[config.mk]
export PLATFORM = sky130hd
export DESIGN_NAME = axi_sram_slave_flat
export DESIGN_NICKNAME = d
export VERILOG_FILES = /design/src/rtl/axi_sram_slave_if.sv /design/src/rtl/axi_sram_slave.sv /design/src/flat_wrapper.sv
export SDC_FILE = /design/constraint.sdc
export NUM_CORES = 1
export LEC_CHECK = 0
export CORE_AREA = 4 4 113 115
export DETAILED_ROUTE_END_ITERATION = 6
export DIE_AREA = 0 0 117 119
export PLACE_DENSITY = 0.77
export SLEW_MARGIN = 5
export SYNTH_ARGS = -nofsm -noshare
export SYNTH_HDL_FRONTEND = slang
export SYNTH_SLANG_ARGS = --single-unit
[constraint.sdc]
create_clock -name aclk -period 2.5 [get_ports aclk]
set_input_delay 0.25 -clock aclk [delete_from_list [all_inputs] [get_ports aclk]]
set_output_delay 0.25 -clock aclk [all_outputs]
set_load 0.05 [all_outputs]
[src/rtl/axi_sram_slave_if.sv]
// rtl/axi_sram_slave_if.sv - AXI3 read/write channel bundle between CPU master and SRAM slave
interface axi_sram_slave_if;
  logic [3:0]  arid;
  logic [31:0] araddr;
  logic [7:0]  arlen;
  logic [2:0]  arsize;
  logic [1:0]  arburst;
  logic [1:0]  arlock;
  logic [3:0]  arcache;
  logic [2:0]  arprot;
  logic        arvalid;
  logic        arready;

  logic [3:0]  rid;
  logic [31:0] rdata;
  logic [1:0]  rresp;
  logic        rlast;
  logic        rvalid;
  logic        rready;

  logic [3:0]  awid;
  logic [31:0] awaddr;
  logic [7:0]  awlen;
  logic [2:0]  awsize;
  logic [1:0]  awburst;
  logic [1:0]  awlock;
  logic [3:0]  awcache;
  logic [2:0]  awprot;
  logic        awvalid;
  logic        awready;

  logic [3:0]  wid;
  logic [31:0] wdata;
  logic [3:0]  wstrb;
  logic        wlast;
  logic        wvalid;
  logic        wready;

  logic [3:0]  bid;
  logic [1:0]  bresp;
  logic        bvalid;
  logic        bready;

  modport master (
    output arid, araddr, arlen, arsize, arburst, arlock, arcache, arprot, arvalid,
    input  arready,
    input  rid, rdata, rresp, rlast, rvalid,
    output rready,
    output awid, awaddr, awlen, awsize, awburst, awlock, awcache, awprot, awvalid,
    input  awready,
    output wid, wdata, wstrb, wlast, wvalid,
    input  wready,
    input  bid, bresp, bvalid,
    output bready
  );

  modport slave (
    input  arid, araddr, arlen, arsize, arburst, arlock, arcache, arprot, arvalid,
    output arready,
    output rid, rdata, rresp, rlast, rvalid,
    input  rready,
    input  awid, awaddr, awlen, awsize, awburst, awlock, awcache, awprot, awvalid,
    output awready,
    input  wid, wdata, wstrb, wlast, wvalid,
    output wready,
    output bid, bresp, bvalid,
    input  bready
  );
endinterface

[src/rtl/axi_sram_slave.sv]
// rtl/axi_sram_slave.sv - single-outstanding AXI3 slave driving one synchronous single-port SRAM
module axi_sram_slave #(
  parameter int ADDR_WIDTH = 16
) (
  input  logic                  aclk,
  input  logic                  aresetn,
  axi_sram_slave_if.slave       axi,
  output logic                  ram_en,
  output logic [3:0]            ram_wen,
  output logic [ADDR_WIDTH-1:0] ram_addr,
  output logic [31:0]           ram_wdata,
  input  logic [31:0]           ram_rdata
);

  typedef enum logic [2:0] {IDLE, RD_ISSUE, RD_BEAT, WR_DATA, WR_RESP} state_t;

  state_t                state_q, state_d;
  logic                  prio_q, prio_d;
  logic [3:0]            id_q, id_d;
  logic [ADDR_WIDTH-1:0] addr_q, addr_d;
  logic [ADDR_WIDTH-1:0] inc_q, inc_d;
  logic [3:0]            cnt_q, cnt_d;
  logic                  err_q, err_d;

  logic arready, awready, rvalid, rlast, wready, bvalid;
  logic [1:0] rresp, bresp;
  logic rd_grant, wr_grant, last_beat;
  logic [ADDR_WIDTH-1:0] next_addr;

  // Sub-word sizes collapse to a zero increment so narrow bursts stay on one word.
  function automatic logic [ADDR_WIDTH-1:0] burst_inc(input logic [2:0] size, input logic [1:0] burst);
    logic [7:0] bytes;
    bytes = 8'd1 << size;
    if (burst == 2'b00) return '0;
    return ADDR_WIDTH'(bytes >> 2);
  endfunction

  function automatic logic burst_err(input logic [7:0] len, input logic [1:0] burst);
    return burst[1] || (len[7:4] != 4'd0);
  endfunction

  assign rd_grant  = axi.arvalid && (!axi.awvalid || !prio_q);
  assign wr_grant  = axi.awvalid && !rd_grant;
  assign last_beat = (cnt_q == 4'd0);
  assign next_addr = addr_q + inc_q;

  always_ff @(posedge aclk or negedge aresetn) begin
    if (!aresetn) begin
      state_q <= IDLE;
      prio_q  <= 1'b0;
      id_q    <= '0;
      addr_q  <= '0;
      inc_q   <= '0;
      cnt_q   <= '0;
      err_q   <= 1'b0;
    end else begin
      state_q <= state_d;
      prio_q  <= prio_d;
      id_q    <= id_d;
      addr_q  <= addr_d;
      inc_q   <= inc_d;
      cnt_q   <= cnt_d;
      err_q   <= err_d;
    end
  end

  always_comb begin
    state_d = state_q;
    prio_d  = prio_q;
    id_d    = id_q;
    addr_d  = addr_q;
    inc_d   = inc_q;
    cnt_d   = cnt_q;
    err_d   = err_q;
    arready = 1'b0;
    awready = 1'b0;
    rvalid  = 1'b0;
    rlast   = 1'b0;
    rresp   = 2'b00;
    wready  = 1'b0;
    bvalid  = 1'b0;
    bresp   = 2'b00;
    ram_en  = 1'b0;
    ram_wen = 4'b0000;
    case (state_q)
      IDLE: begin
        if (rd_grant) begin
          arready = 1'b1;
          prio_d  = 1'b1;
          id_d    = axi.arid;
          addr_d  = axi.araddr[ADDR_WIDTH+1:2];
          cnt_d   = axi.arlen[3:0];
          inc_d   = burst_inc(axi.arsize, axi.arburst);
          err_d   = burst_err(axi.arlen, axi.arburst);
          state_d = RD_ISSUE;
        end else if (wr_grant) begin
          awready = 1'b1;
          prio_d  = 1'b0;
          id_d    = axi.awid;
          addr_d  = axi.awaddr[ADDR_WIDTH+1:2];
          cnt_d   = axi.awlen[3:0];
          inc_d   = burst_inc(axi.awsize, axi.awburst);
          err_d   = burst_err(axi.awlen, axi.awburst);
          state_d = WR_DATA;
        end
      end
      RD_ISSUE: begin
        ram_en  = 1'b1;
        state_d = RD_BEAT;
      end
      RD_BEAT: begin
        // No SRAM access here, so rdata holds through any rready stall.
        rvalid = 1'b1;
        rlast  = last_beat;
        rresp  = err_q ? 2'b10 : 2'b00;
        if (axi.rready) begin
          if (last_beat) begin
            state_d = IDLE;
          end else begin
            cnt_d   = cnt_q - 4'd1;
            addr_d  = next_addr;
            state_d = RD_ISSUE;
          end
        end
      end
      WR_DATA: begin
        wready = 1'b1;
        if (axi.wvalid) begin
          ram_en  = 1'b1;
          ram_wen = axi.wstrb;
          if (axi.wlast != last_beat) err_d = 1'b1;
          if (last_beat) begin
            state_d = WR_RESP;
          end else begin
            cnt_d  = cnt_q - 4'd1;
            addr_d = next_addr;
          end
        end
      end
      WR_RESP: begin
        bvalid = 1'b1;
        bresp  = err_q ? 2'b10 : 2'b00;
        if (axi.bready) state_d = IDLE;
      end
      default: state_d = IDLE;
    endcase
  end

  assign axi.arready = arready;
  assign axi.awready = awready;
  assign axi.rvalid  = rvalid;
  assign axi.rlast   = rlast;
  assign axi.rresp   = rresp;
  assign axi.rid     = id_q;
  assign axi.rdata   = ram_rdata;
  assign axi.wready  = wready;
  assign axi.bvalid  = bvalid;
  assign axi.bresp   = bresp;
  assign axi.bid     = id_q;

  assign ram_addr  = addr_q;
  assign ram_wdata = axi.wdata;

  logic unused_ok;
  assign unused_ok = ^{axi.araddr, axi.awaddr, axi.arlock, axi.arcache, axi.arprot,
                       axi.awlock, axi.awcache, axi.awprot, axi.wid};

endmodule
[src/flat_wrapper.sv]
// flat-port wrapper written by rule: the top's interface ports become plain ports
module axi_sram_slave_flat 
#(
  parameter int ADDR_WIDTH = 16
)
  (aclk, aresetn, ram_en, ram_wen, ram_addr, ram_wdata, ram_rdata, axi_arid, axi_araddr, axi_arlen, axi_arsize, axi_arburst, axi_arlock, axi_arcache, axi_arprot, axi_arvalid, axi_arready, axi_rid, axi_rdata, axi_rresp, axi_rlast, axi_rvalid, axi_rready, axi_awid, axi_awaddr, axi_awlen, axi_awsize, axi_awburst, axi_awlock, axi_awcache, axi_awprot, axi_awvalid, axi_awready, axi_wid, axi_wdata, axi_wstrb, axi_wlast, axi_wvalid, axi_wready, axi_bid, axi_bresp, axi_bvalid, axi_bready);
  axi_sram_slave_if axi_i ();
  input  logic aclk;
  input  logic aresetn;
  output logic ram_en;
  output logic [3:0] ram_wen;
  output logic [ADDR_WIDTH-1:0] ram_addr;
  output logic [31:0] ram_wdata;
  input  logic [31:0] ram_rdata;
  input wire logic [$bits(axi_i.arid)-1:0] axi_arid;
  input wire logic [$bits(axi_i.araddr)-1:0] axi_araddr;
  input wire logic [$bits(axi_i.arlen)-1:0] axi_arlen;
  input wire logic [$bits(axi_i.arsize)-1:0] axi_arsize;
  input wire logic [$bits(axi_i.arburst)-1:0] axi_arburst;
  input wire logic [$bits(axi_i.arlock)-1:0] axi_arlock;
  input wire logic [$bits(axi_i.arcache)-1:0] axi_arcache;
  input wire logic [$bits(axi_i.arprot)-1:0] axi_arprot;
  input wire logic [$bits(axi_i.arvalid)-1:0] axi_arvalid;
  output wire logic [$bits(axi_i.arready)-1:0] axi_arready;
  output wire logic [$bits(axi_i.rid)-1:0] axi_rid;
  output wire logic [$bits(axi_i.rdata)-1:0] axi_rdata;
  output wire logic [$bits(axi_i.rresp)-1:0] axi_rresp;
  output wire logic [$bits(axi_i.rlast)-1:0] axi_rlast;
  output wire logic [$bits(axi_i.rvalid)-1:0] axi_rvalid;
  input wire logic [$bits(axi_i.rready)-1:0] axi_rready;
  input wire logic [$bits(axi_i.awid)-1:0] axi_awid;
  input wire logic [$bits(axi_i.awaddr)-1:0] axi_awaddr;
  input wire logic [$bits(axi_i.awlen)-1:0] axi_awlen;
  input wire logic [$bits(axi_i.awsize)-1:0] axi_awsize;
  input wire logic [$bits(axi_i.awburst)-1:0] axi_awburst;
  input wire logic [$bits(axi_i.awlock)-1:0] axi_awlock;
  input wire logic [$bits(axi_i.awcache)-1:0] axi_awcache;
  input wire logic [$bits(axi_i.awprot)-1:0] axi_awprot;
  input wire logic [$bits(axi_i.awvalid)-1:0] axi_awvalid;
  output wire logic [$bits(axi_i.awready)-1:0] axi_awready;
  input wire logic [$bits(axi_i.wid)-1:0] axi_wid;
  input wire logic [$bits(axi_i.wdata)-1:0] axi_wdata;
  input wire logic [$bits(axi_i.wstrb)-1:0] axi_wstrb;
  input wire logic [$bits(axi_i.wlast)-1:0] axi_wlast;
  input wire logic [$bits(axi_i.wvalid)-1:0] axi_wvalid;
  output wire logic [$bits(axi_i.wready)-1:0] axi_wready;
  output wire logic [$bits(axi_i.bid)-1:0] axi_bid;
  output wire logic [$bits(axi_i.bresp)-1:0] axi_bresp;
  output wire logic [$bits(axi_i.bvalid)-1:0] axi_bvalid;
  input wire logic [$bits(axi_i.bready)-1:0] axi_bready;
  assign axi_i.arid = axi_arid;
  assign axi_i.araddr = axi_araddr;
  assign axi_i.arlen = axi_arlen;
  assign axi_i.arsize = axi_arsize;
  assign axi_i.arburst = axi_arburst;
  assign axi_i.arlock = axi_arlock;
  assign axi_i.arcache = axi_arcache;
  assign axi_i.arprot = axi_arprot;
  assign axi_i.arvalid = axi_arvalid;
  assign axi_arready = axi_i.arready;
  assign axi_rid = axi_i.rid;
  assign axi_rdata = axi_i.rdata;
  assign axi_rresp = axi_i.rresp;
  assign axi_rlast = axi_i.rlast;
  assign axi_rvalid = axi_i.rvalid;
  assign axi_i.rready = axi_rready;
  assign axi_i.awid = axi_awid;
  assign axi_i.awaddr = axi_awaddr;
  assign axi_i.awlen = axi_awlen;
  assign axi_i.awsize = axi_awsize;
  assign axi_i.awburst = axi_awburst;
  assign axi_i.awlock = axi_awlock;
  assign axi_i.awcache = axi_awcache;
  assign axi_i.awprot = axi_awprot;
  assign axi_i.awvalid = axi_awvalid;
  assign axi_awready = axi_i.awready;
  assign axi_i.wid = axi_wid;
  assign axi_i.wdata = axi_wdata;
  assign axi_i.wstrb = axi_wstrb;
  assign axi_i.wlast = axi_wlast;
  assign axi_i.wvalid = axi_wvalid;
  assign axi_wready = axi_i.wready;
  assign axi_bid = axi_i.bid;
  assign axi_bresp = axi_i.bresp;
  assign axi_bvalid = axi_i.bvalid;
  assign axi_i.bready = axi_bready;
  axi_sram_slave #(.ADDR_WIDTH(ADDR_WIDTH)) u_core (.aclk(aclk), .aresetn(aresetn), .axi(axi_i), .ram_en(ram_en), .ram_wen(ram_wen), .ram_addr(ram_addr), .ram_wdata(ram_wdata), .ram_rdata(ram_rdata));
endmodule
# Word-level counts from Yosys, hierarchy flattened
# Index checks and enable logic that the tools add are counted.
# classes
mux	58
add_sub_neg	2
n_reduce_logical	21
n_shift	2
n_eq_ne	11
# ops
cell	n
$mux W16	11
$pmux W16 S3	1
$mux W4	9
$mux W1	24
$mux W3	6
$add A16 B16 Y16	1
$shl A1 B3 Y8 const A	2
$pmux W3 S5	1
$pmux W4 S3	1
$reduce_and A4 Y1	2
$reduce_bool A4 Y1	2
$eq A3 B2 Y1 const B	2
$mux W2	3
$ne A2 B2 Y1 const B	3
$reduce_and A5 Y1	1
$logic_not A2 Y1	2
$logic_not A4 Y1	1
$ne A2 B1 Y1 const B	2
$pmux W1 S2	2
$reduce_bool A2 Y1	2
$sub A4 B1 Y4 const B	1
$eq A3 B1 Y1 const B	1
$eq A3 B3 Y1 const B	1
$logic_not A1 Y1	3
7 further kinds	10
# totals
word_cells	101
regBits	45
input_bits	196
output_inout_bits	103

# Logic depth before layout (Yosys ltp)
# logic_depth
word_depth	11
depth_mapped	8
ltp_nobuf	7

# Least setup slack after synthesis
# OpenSTA, ideal clock, no wires.
# synth_timing
path_type	reg2out
start	reg u_core.state_q[2]
end	out axi_rlast
required_time_ns	2.250
path_slack_ns	0.225
stages_incl_launch_ff	5
arrival_ns	2.025
n_path_buf	1
path_cell_list	dfrtp_1 or2b_1 buf_6 nor2_1 and2_1
# synth_between
elab_chain_cells	2
# synth_lines
item	line	text
start: declaration	axi_sram_slave.sv:17	state_t state_q, state_d;
start signal: assignment	axi_sram_slave.sv:57	state_q <= state_d;
$eq A3 B2 Y1	axi_sram_slave.sv:85	case (state_q)
$mux W1	axi_sram_slave.sv:85	
end: declaration	flat_wrapper.sv:28	output wire logic [$bits(axi_i.rlast)-1:0] axi_rlast;
# Every way passes these cells.

# Worst setup path in the final report
# layout_timing
start	reg u_core.state_q[0]
end	out axi_bresp[1]
# layout_between
elab_chain_cells	2
# layout_lines
item	line	text
$eq A3 B3 Y1	axi_sram_slave.sv:85	
$mux W2	axi_sram_slave.sv:85	
end: declaration	flat_wrapper.sv:48	output wire logic [$bits(axi_i.bresp)-1:0] axi_bresp;
# Every way passes these cells.

==> flow_metrics.env <==
export IMPL_seq_area_um2=876
export IMPL_clockRootBuffer="clkbuf_16"
export IMPL_finalNetCount=653
export IMPL_drtPass1Iterations=4
export IMPL_grt_pass1_vias=3187
export IMPL_dp_hpwl_um=7810
export IMPL_critPathMaxFanout=12
export IMPL_tns_ps=0
export IMPL_cts_tree="yes"
export IMPL_synth_area_um2=3160
export IMPL_hold_path_class="in2async"
export IMPL_placed_cells=589
export IMPL_pre_cts_slack_ps=260
export IMPL_ios=299
export IMPL_fmax_ghz=0.429
export IMPL_hold_buffers=0
export IMPL_numCtsBuffers=5
export IMPL_syn_inst=408
export IMPL_drt_wl_total_um=9920
export IMPL_path_class="reg2out"
export IMPL_critPathMaxStageDelay_ps=820
export IMPL_skew_ps=3.68
export IMPL_required_ps=2250
export IMPL_synthArstFlopShare_pct=100
export IMPL_die_area_um2=13900
export IMPL_antenna_found_initial=0
export IMPL_multi_input_comb_area_um2=1620
export IMPL_synth_edf_count=0
export IMPL_cpLargestDelayFamily="buffers and inverters"
export IMPL_cts_buffer_depth=2
export IMPL_die_w_um=117
export IMPL_core_area_um2=11800
export IMPL_power_leakage_nw=1.69
export IMPL_finalSetupViolations=0
export IMPL_nFillCells=1231
export IMPL_synth_avg_cell_area_um2=7.74
export IMPL_place_congestion=0.774
export IMPL_synthDistinctLibCells=59
export IMPL_worst_pin_slew_ps=870
export IMPL_antenna_cells=0
export IMPL_yosys_register_bits=35
export IMPL_crit_chain="nor2_2 > and3_1 > clkdlybuf4s50_1"
export IMPL_arrival_ps=2080
export IMPL_drive_gt1_share_pct=9.56
export IMPL_clk_pin_slew_ps=60
export IMPL_grt_pass1_wl_um=15400
export IMPL_ys_seq_area_share_pct=27.7
export IMPL_cap_viol_max_count=0
export IMPL_yosysWarnings=0
export IMPL_min_period_ps=2330
export IMPL_antenna_left=0
export IMPL_critPathCaptureType="output port"
export IMPL_num_vias=3048
export IMPL_clkLatencyLatePin_ps=280
export IMPL_slew_headroom_pct=42.0
export IMPL_num_rows=40
export IMPL_finalHoldViolCount=0
export IMPL_vias_per_cell=5.11
export IMPL_grt_max_degree=36
export IMPL_die_y_um=119
export IMPL_drt_iter0_drc=156
export IMPL_routedWlPerCell_um=16.6
export IMPL_layout_cells_non_filler=597
export IMPL_area_delta_synth_final_pct=32.8
export IMPL_slew_viol_final=0
export IMPL_initial_utilization_pct=26.7
export IMPL_fin_ws_ps=167
export IMPL_portBuffers=114
export IMPL_clkSinkCount=35
export IMPL_cp_slowest_cell="clkdlybuf4s50_1"
export IMPL_power_density_nw_per_um2=1440
export IMPL_outcome="finished clean"
export IMPL_overflow=0
export IMPL_yosys_most_used_dff="dfrtp_1"
export IMPL_grt_usage_pct=14.0
export IMPL_htree_num_levels=2
export IMPL_period_share_pct=93.3
export IMPL_post_cts_setup_buffer_count=0
export IMPL_drcViolationCount=0
export IMPL_startpoint_type="flop"
export IMPL_vdd_drop_max_uv=603
export IMPL_cts_resized=0
export IMPL_cp_buffers_inverters=1
export IMPL_rsz0062_at_grt="no"
## cells in the mapped netlist, types with 4 or more instances
cell type  number  area [um2]
a21oi_1        30         150
a31oi_1        12        75.1
a32oi_1         4        35.0
and2_1          8        50.1
and3_1         10        62.6
buf_2           9        45.0
buf_4          72         541
clkbuf_1        7        26.3
dfrtp_1        35         876
ha_1            7        87.6
inv_1           8        30.0
nand2_1        53         199
nand3_1        16        80.1
nor2_1         36         135
nor3_1          8        40.0
o211ai_1        4        30.0
o21ai_0        19        95.1
o22a_1          8        70.1
## cell type report
type,count,share of cell area (%)
Sequential cell,35,20.9
Multi-Input combinational cell,274,38.6
Timing Repair Buffer,125,31.7
Clock buffer,8,3.73
Inverter,8,0.716
Tap cell,147,4.38
## per-layer routing
layer  routed length [um]  up-vias  part of all wire, %  global-route usage [%]
li1                     -     1444                    -                       -
met5                    0        -                    0                       0
met1                 4210     1443                   42                    17.2
met3                  731       28                  7.4                    3.20
met2                 4720      133                   48                    23.0
met4                  257        0                  2.6                    6.16
## logic make-up (layout without fill, tap and decap cells)
family / count (synthesis) / count (layout) / synth area share, %
adder cells (fa/ha/maj): 8 / 8 / 3.41
buffers and inverters: 100 / 141 / 21.5
multiplexers: 3 / 3 / 0.951
other: 1 / 2 / 0.119
XOR/XNOR: 4 / 4 / 1.11
AND/OR/NAND/NOR: 152 / 152 / 22.9
flip-flops: 35 / 35 / 27.7
AO/OA/AOI/OAI: 105 / 105 / 22.2
## worst paths after layout
kind	startpoint	to	slack, ps	cells past startpoint
max in group asynchronous	aresetn	u_core.cnt_q[2]	1860	1
min in group aclk	ram_rdata[29]	axi_rdata[29]	500	0
worst min register to register	u_core.ram_addr[8]	u_core.ram_addr[8]	530	1
worst max register to register	u_core.ram_addr[0]	u_core.ram_addr[12]	200	7
worst max-delay path	u_core.state_q[0]	axi_bresp[1]	170	3
worst min-delay path	aresetn	u_core.ram_addr[5]	100	1
## flip-flops by register name, indices dropped and copies added (netlist names)
name,flops
u_core.axi.bid,4
u_core.cnt_q,4
u_core.err_q,1
u_core.inc_q,6
u_core.prio_q,1
u_core.ram_addr,16
u_core.state_q,3
## layout by cell type, fill, tap and decap left out, types with 2 or more instances in the layout
master,instances
a21o_1,2
a21oi_1,30
a21oi_2,3
a22oi_1,3
a2bb2oi_1,2
a31oi_1,12
a32oi_1,4
and2_1,8
and3_1,10
and4_1,2
buf_12,11
buf_4,10
clkbuf_16,5
clkbuf_8,2
clkdlybuf4s50_1,103
conb_1,2
dfrtp_1,35
ha_1,7
inv_1,8
mux2i_1,3
nand2_1,53
nand3_1,16
nand4_1,3
nor2_1,36
nor3_1,8
nor3b_1,2
nor4_1,2
o211ai_1,4
o21ai_0,19
o22a_1,8
o31ai_1,3
or2b_1,2
or4_1,2
xor2_1,3
## per-stage QoR
step	utilization, %	total power, W	hold WS, ps	cell area, um2
floorplan	-	0.00434	-45.6	3160
global placement	34.2	0.00523	406	4040
detailed placement	34.2	0.00538	421	4040
CTS	35.5	0.00607	121	4200
global route	35.5	0.00648	166	4200
finish	35.5	0.00604	96.7	4200
## where the power goes
part           switching [W]  internal [W]
registers           0.000335      0.000861
logic                0.00256       0.00162
clock network       0.000239      0.000425
No activity file was read; power rests on OpenSTA's default activity.
